### config.mk
export PLATFORM = sky130hd
export DESIGN_NAME = alu_seq
export DESIGN_NICKNAME = d
export VERILOG_FILES = /design/src/rtl/alu_seq.sv
export SDC_FILE = /design/constraint.sdc
export NUM_CORES = 1
export LEC_CHECK = 0
export ABC_AREA = 1
export CAP_MARGIN = 20
export CORE_MARGIN = 2
export CORE_UTILIZATION = 52
export DETAILED_ROUTE_END_ITERATION = 6
export DONT_BUFFER_PORTS = 1
export PLACE_DENSITY = 0.67
export SLEW_MARGIN = 20
export SYNTH_ARGS = -nofsm -noshare
export SYNTH_HDL_FRONTEND = slang
export SYNTH_SLANG_ARGS = --single-unit
export TNS_END_PERCENT = 1
### constraint.sdc
create_clock -name clk -period 1.8 [get_ports clk]
set_clock_uncertainty 0.1 [all_clocks]
set_input_delay 0.09 -clock clk [delete_from_list [all_inputs] [get_ports clk]]
set_output_delay 0.09 -clock clk [all_outputs]
set_load 0.005 [all_outputs]
### src/rtl/alu_seq.sv
// Handshaked sequential ALU: one-cycle logic/arith/compare ops, shifts one bit per cycle.
// Define ALU_MUL_EN to compile in the iterative shift-add multiply on Aluop 1010.
module alu_seq #(
    parameter int WIDTH = 8,
    localparam int CNT_W = $clog2(WIDTH + 1)
) (
    input  logic             clk,
    input  logic             reset,
    input  logic             in_valid,
    output logic             in_ready,
    input  logic [WIDTH-1:0] op1,
    input  logic [WIDTH-1:0] op2,
    input  logic [3:0]       Aluop,
    output logic             out_valid,
    input  logic             out_ready,
    output logic [WIDTH-1:0] result,
    output logic             equal,
    output logic             lessThan,
    output logic             carry,
    output logic [1:0]       stateDbg
);
    // Handshake: an op is taken on a rising edge with in_valid && in_ready; a result is
    // taken on a rising edge with out_valid && out_ready and is held unchanged until then.

    typedef enum logic [1:0] {IDLE = 2'd0, BUSY = 2'd1, DONE = 2'd2} stateT;

    localparam logic [3:0] OP_AND  = 4'b0000;
    localparam logic [3:0] OP_OR   = 4'b0001;
    localparam logic [3:0] OP_XOR  = 4'b0010;
    localparam logic [3:0] OP_ADD  = 4'b0011;
    localparam logic [3:0] OP_SUB  = 4'b0100;
    localparam logic [3:0] OP_SLT  = 4'b0101;
    localparam logic [3:0] OP_SLTE = 4'b0110;
    localparam logic [3:0] OP_EQ   = 4'b0111;
    localparam logic [3:0] OP_SHL  = 4'b1000;
    localparam logic [3:0] OP_SHR  = 4'b1001;
`ifdef ALU_MUL_EN
    localparam logic [3:0] OP_MUL  = 4'b1010;
`endif

    localparam logic [WIDTH-1:0] WIDTH_OP = WIDTH'(WIDTH);
    localparam logic [CNT_W-1:0] CNT_FULL = CNT_W'(WIDTH);
    localparam logic [CNT_W-1:0] CNT_ONE  = CNT_W'(1);

    stateT            state, stateNext;
    logic [CNT_W-1:0] cnt, cntNext, amt;
    logic [3:0]       opReg, opNext;
    logic [WIDTH-1:0] resNext;
    logic             eqNext, ltNext, cyNext;
    logic             accept;
    logic [WIDTH:0]   sum;
`ifdef ALU_MUL_EN
    logic [WIDTH-1:0] mulHi, mulHiNext, mulCand, mulCandNext;
    logic [WIDTH:0]   mulSum;
`endif

    always_ff @(posedge clk or posedge reset) begin
        if (reset) state <= IDLE;
        else       state <= stateNext;
    end

    always_comb begin
        stateNext = state;
        cntNext   = cnt;
        opNext    = opReg;
        resNext   = result;
        eqNext    = equal;
        ltNext    = lessThan;
        cyNext    = carry;
        in_ready  = 1'b0;
        amt       = '0;
        sum       = '0;
`ifdef ALU_MUL_EN
        mulHiNext   = mulHi;
        mulCandNext = mulCand;
        mulSum      = '0;
`endif
        case (state)
            IDLE: in_ready = 1'b1;
            BUSY: begin
                cntNext = cnt - CNT_ONE;
                if (opReg == OP_SHL) resNext = result << 1;
                else if (opReg == OP_SHR) resNext = result >> 1;
`ifdef ALU_MUL_EN
                else if (opReg == OP_MUL) begin
                    // Product lives in {mulHi, result}; multiplier bits retire from the LSB.
                    mulSum = {1'b0, mulHi} + {1'b0, (result[0] ? mulCand : '0)};
                    {mulHiNext, resNext} = {mulSum, result[WIDTH-1:1]};
                    cyNext = |mulHiNext;
                end
`endif
                if (cnt == CNT_ONE) stateNext = DONE;
            end
            DONE: begin
                in_ready = out_ready;
                if (out_ready) stateNext = IDLE;
            end
            default: stateNext = IDLE;
        endcase

        accept = in_valid && in_ready;
        if (accept) begin
            opNext    = Aluop;
            resNext   = '0;
            eqNext    = 1'b0;
            ltNext    = 1'b0;
            cyNext    = 1'b0;
            stateNext = DONE;
            sum       = {1'b0, op1} + {1'b0, op2};
            case (Aluop)
                OP_AND:  resNext = op1 & op2;
                OP_OR:   resNext = op1 | op2;
                OP_XOR:  resNext = op1 ^ op2;
                OP_ADD:  {cyNext, resNext} = sum;
                OP_SUB: begin
                    resNext = op1 - op2;
                    cyNext  = op1 < op2;
                end
                OP_SLT:  ltNext = op1 < op2;
                OP_SLTE: begin
                    ltNext = op1 <= op2;
                    eqNext = op1 == op2;
                end
                OP_EQ:   eqNext = op1 == op2;
                OP_SHL, OP_SHR: begin
                    amt     = (op2 >= WIDTH_OP) ? CNT_FULL : op2[CNT_W-1:0];
                    resNext = op1;
                    if (amt != '0) begin
                        cntNext   = amt;
                        stateNext = BUSY;
                    end
                end
`ifdef ALU_MUL_EN
                OP_MUL: begin
                    resNext     = op2;
                    mulHiNext   = '0;
                    mulCandNext = op1;
                    cntNext     = CNT_FULL;
                    stateNext   = BUSY;
                end
`endif
                default: ;
            endcase
        end
    end

    always_ff @(posedge clk or posedge reset) begin
        if (reset) begin
            cnt      <= '0;
            opReg    <= '0;
            result   <= '0;
            equal    <= 1'b0;
            lessThan <= 1'b0;
            carry    <= 1'b0;
`ifdef ALU_MUL_EN
            mulHi    <= '0;
            mulCand  <= '0;
`endif
        end else begin
            cnt      <= cntNext;
            opReg    <= opNext;
            result   <= resNext;
            equal    <= eqNext;
            lessThan <= ltNext;
            carry    <= cyNext;
`ifdef ALU_MUL_EN
            mulHi    <= mulHiNext;
            mulCand  <= mulCandNext;
`endif
        end
    end

    assign out_valid = (state == DONE);
    assign stateDbg  = state;

endmodule

# Word-level counts from Yosys, hierarchy flattened

Index checks and enable logic that the tools add are counted.

Input bits: 24
Register bits: 21
Output and inout bits: 15

Bitwise gates (word level): 3
Reduce and logical (&&, ||, !) cells: 10
Magnitude comparators: 3
Multiplexer cells: 20
Add/sub/neg operators: 3
Equal/unequal tests: 18

Operators by type and width:

| operator                                                           | count |
|---|---|
| case mux 8 bit (6 select lines)                                    | 1 |
| 2-to-1 mux 8 bit                                                   | 4 |
| 2-to-1 mux 4 bit                                                   | 5 |
| == test 4 x 3 -> 1 bit (second input constant)                     | 4 |
| == test 4 bit (second input constant)                              | 4 |
| 2-to-1 mux 2 bit                                                   | 5 |
| adder 8 x 8 -> 9 bit                                               | 1 |
| AND 8 bit                                                          | 1 |
| == test 4 x 1 -> 1 bit (second input constant)                     | 2 |
| == test 4 x 2 -> 1 bit (second input constant)                     | 2 |
| == test 8 bit                                                      | 1 |
| greater-or-equal comparator 8 x 4 -> 1 bit (second input constant) | 1 |
| less-or-equal comparator 8 bit                                     | 1 |
| less-than comparator 8 bit                                         | 1 |
| OR 8 bit                                                           | 1 |
| subtractor 8 bit                                                   | 1 |
| bitwise XOR 8 bit                                                  | 1 |
| case mux 1 bit (2 select lines)                                    | 3 |
| case mux 2 bit (3 select lines)                                    | 1 |
| zero test 4 bit                                                    | 1 |
| nonzero test 4 bit                                                 | 1 |
| OR reduction 2 bit                                                 | 2 |
| subtractor 4 x 1 -> 4 bit (second input constant)                  | 1 |
| != test 3 x 1 -> 1 bit (second input constant)                     | 1 |
| 11 further kinds                                                   | 11 |

# Logic depth before layout (Yosys ltp)

Depth after elaboration: 6
Mapped depth: 15
Gate-level depth less buffers: 14

# Least setup slack after synthesis

OpenSTA, ideal clock, no wires.

Path kind: input port to flip-flop
Start: input op1[0]
End: register carry
Setup time: 0.116 ns
Stages on the path: 14
Arrival: 1.368 ns
Setup slack: 0.216 ns
Cell sequence: ha_1 fa_1 nand2_1 nand3_1 nand3b_1 nand2_1 nand2_1 nand2_1 nand2_1 nand2_1 nand2_1 nand2_1 nand2_1 nand2_1

Cells in the longest elaborated chain, start to end: 2

RTL lines:

| element                                                            | line     | text |
|---|---|---|
| start, declared                                                    | 11       | `input logic [WIDTH-1:0] op1,` |
| adder 8 x 8 -> 9 bit or less-than comparator 8 bit (tied branches) | 109, 117 |  |
| case mux 1 bit (2 select lines) (*)                                | 110      | `case (Aluop)` |
| end signal, assigned                                               | 165      | `carry <= cyNext;` |
| end, declared                                                      | 19       | `output logic carry,` |

Mark *: on every way between the ends. The rest lies on a longest branch, timed or not.
A chain may end at the register's enable or synchronous reset.

# Worst setup path in the final report

Start: input Aluop[2]
End: register result[3]

Cells in the longest elaborated chain, start to end: 4

RTL lines:

| element                             | line | text |
|---|---|---|
| start, declared                     | 13   | `input logic [3:0] Aluop,` |
| == test 4 bit                       | 110  |  |
| OR reduction 2 bit                  | 110  |  |
| case mux 8 bit (6 select lines) (*) | 110  |  |
| 2-to-1 mux 8 bit (*)                | 102  | `if (accept) begin` |
| end signal, assigned                | 162  | `result <= resNext;` |
| end, declared                       | 16   | `output logic [WIDTH-1:0] result,` |

Marks and branches as above.

==> results.toml <==
[floorplan]
rows = 24
die_area_um2 = 5130
ios = 39
die_x_um = 71.6
fp.coreArea_um2 = 4380
die_h_um = 71.6
start_util = 0.543

[power_and_ir_drop]
p_sw_uw = 788
power.density_nw_per_um2 = 718
power.leakage_nw = 1.40
peakVddDrop_uv = 296
p_sw_frac = 0.425
seqPwrFrac = 0.416
combPwrFrac = 0.415
p_int_mw = 1.07
p_clk_frac = 0.169

[critical_path]
crit_type = "in -> reg"
path_common_cell = "nand2_1"
slowest_stage = "dlygate4sd3_1"
cp-end-kind = "flop"
required_ns = 1.91
crit_fanout = 8
arrival_ns = 1.78
slowest_delay_ns = 0.57
path_cells = "dlygate4sd3_1 -> inv_1 -> nand2_1 -> nor3_4 -> nand2_2 -> nor2_1 -> nor2_1 -> nand3_1 -> nand2_1 -> nand2_1 -> nand2_1 -> nand2_1"
setup.worst_path.start_class = "primary input"

[sta]
setup_viol = 0
finalHoldViolCount = 0
setup-tns-final_ns = 0
slew_headroom = 0.488
min_period_over_period = 0.928
worstMarginPinSlew_ns = 0.767
period_needed_ns = 1.67
fin_ws_ns = 0.129
timing.fmax_ghz = 0.598
drv_slew = 0
rsz0062_at_grt = "false"

[synthesis]
synth_top_cells_by_count = "nand2_1 (97), inv_1 (60), nor2_1 (40)"
synthArstFlopShare = 1.00
synth_area_leaders = "dfrtp_1 (22%), nand2_1 (15%), ha_1 (14%), inv_1 (9.5%), nand3_1 (7.2%)"
synth_top_area_frac = 0.221
yosysMostFrequentCell = "nand2_1"
ys_types = 33
synth-seq-area-share = 0.221
synth-edff-count = 0
syn_area_um2 = 2380
ys_seq_elements = 21
synth_largest_area_cell = "dfrtp_1"
synthCells = 372
avgSynthCellArea_um2 = 6.39
syn-num-nets = 424
yosys_warnings = 0
ys.flop_type = "dfrtp_1"

[finish]
area_growth_pct = 8.68
nets = 438
fin_cells = 437
antenna_cells = 0
final_layout_size_suffix_gt1_frac = 0.0753

[route]
drtIter0Drc = 129
routed_wl_um = 6100
routedWlPerCell_um = 14.0
vias_per_cell = 5.35
drc = 0
drt_pre_antenna_iters = 5
ant_nets = 0
vias = 2336

[global_routing]
grt_use_total = 0.257
grt_pass1_vias = 2271
antenna_found_initial = 0
grt_overflow = 0
grt_pass1_wl_um = 10400
grt_max_degree = 22

[clock_network]
cts_tree = "done"
numCtsBuffers = 3
clockRootBuffer = "clkbuf_8"
clk_pin_slew_worst_paths_ns = 0.08
cts.sinks = 21
cts_resized = 0
clk_latency_ns = 0.26
cts_max_path_buffers = 2
htree_num_levels = 1

[place]
io_buffers = 0
dp_hpwl_um = 4920
place_ws_ns = -0.0421
gp_congestion = 0.914
place_inst = 425

[flow_run]
drv_cap = 0

[outcome]
status = "finished, final reports clean"

[worst_hold_path]
hold_path.class = "in -> reg"
[power groups by stage]
stage                     combinational [mW]  clock (mW)  sequential, mW
final                                  0.769       0.314           0.772
after global placement                 0.735           0           0.780
after floorplan                        0.601           0           0.748
after detailed placement               0.746           0           0.783
after CTS                              0.767       0.318           0.774
after global routing                   0.900       0.334           0.796
[layer usage]
layer	up-vias	routed length, um	GRT usage	share of wire
met5	-	0	0	0
met4	0	105	0.0776	0.017
met3	9	347	0.0295	0.057
met2	67	2740	0.432	0.45
met1	1047	2910	0.348	0.48
li1	1213	-	-	-
[final cells by class]
class	instances	area, um2
Fill cell	462	1800
Multi-Input combinational cell	281	1580
Sequential cell	21	526
Inverter	65	246
Timing Repair Buffer	14	125
Tap cell	52	65.1
Clock buffer	3	41.3
Clock inverter	1	5.00
[flip-flops by register name, indices dropped and copies added, names as in the netlist]
signal	cells
carry	1
opReg	4
cnt	4
equal	1
result	8
lessThan	1
stateDbg	2
[worst max-delay path, delay by kind of cell]
family                 cells  cell delay [ns]
buffers and inverters      2             0.65
and+or+nand+nor           10             1.04
[layout by cell type (no fill, tap or decap), drive strengths merged, types with 2 or more instances in the layout]
| cell | count |
|---|---|
| a21oi | 13 |
| inv | 65 |
| a31oi | 4 |
| or2 | 3 |
| nor3 | 10 |
| o2111ai | 3 |
| clkbuf | 3 |
| nand3 | 34 |
| nor2 | 44 |
| o22ai | 3 |
| dlygate4sd3 | 8 |
| ha | 26 |
| o21ai | 28 |
| o21bai | 2 |
| dfrtp | 21 |
| buf | 6 |
| nand4 | 2 |
| o211ai | 2 |
| fa | 2 |
| nand2 | 99 |
| xor2 | 3 |
[stage by stage]
step | util | power (mW) | instance area (um2) | hold slack [ns]
2_1_floorplan | - | 1.35 | 2380 | -0.0335
3_3_place_gp | 0.561 | 1.51 | 2460 | 0.0625
3_5_place_dp | 0.561 | 1.53 | 2460 | 0.0631
4_1_cts | 0.590 | 1.86 | 2580 | 0.00183
5_1_grt | 0.590 | 2.03 | 2580 | 0.0259
6_report | 0.590 | 1.86 | 2580 | 0.00857
[path summary, 6_finish.rpt]
kind | from | end | slack, ns | cells after the start
worst max-delay path | Aluop[2] | result[3]$_DFFE_PP0P_ | 0.13 | 12
worst min-delay path | Aluop[0] | opReg[0]$_DFFE_PP0N_ | 0.009 | 2
worst max register to register | stateDbg[1]$_DFFE_PP0P_ | result[6]$_DFFE_PP0P_ | 0.19 | 8
worst min register to register | opReg[0]$_DFFE_PP0N_ | opReg[0]$_DFFE_PP0N_ | 0.40 | 2
max in group asynchronous | reset | stateDbg[0]$_DFFE_PP0P_ | 0.82 | 2
min in group asynchronous | reset | stateDbg[1]$_DFFE_PP0P_ | 0.30 | 2
[cell families (layout without fill, tap and decap cells)]
group,Yosys count,count (layout),share of synthesized area
fa+ha+maj,28,28,0.154
compound gates,56,56,0.135
simple gates,194,194,0.363
xor+xnor,3,3,0.0110
flops,21,21,0.221
buf+inv,70,83,0.116
[timing repair]
action,CTS,global route
hold endpoints to repair,29,0
setup buffers,0,0
hold buffers,8,0
Power figures use the tool's default switching activity.
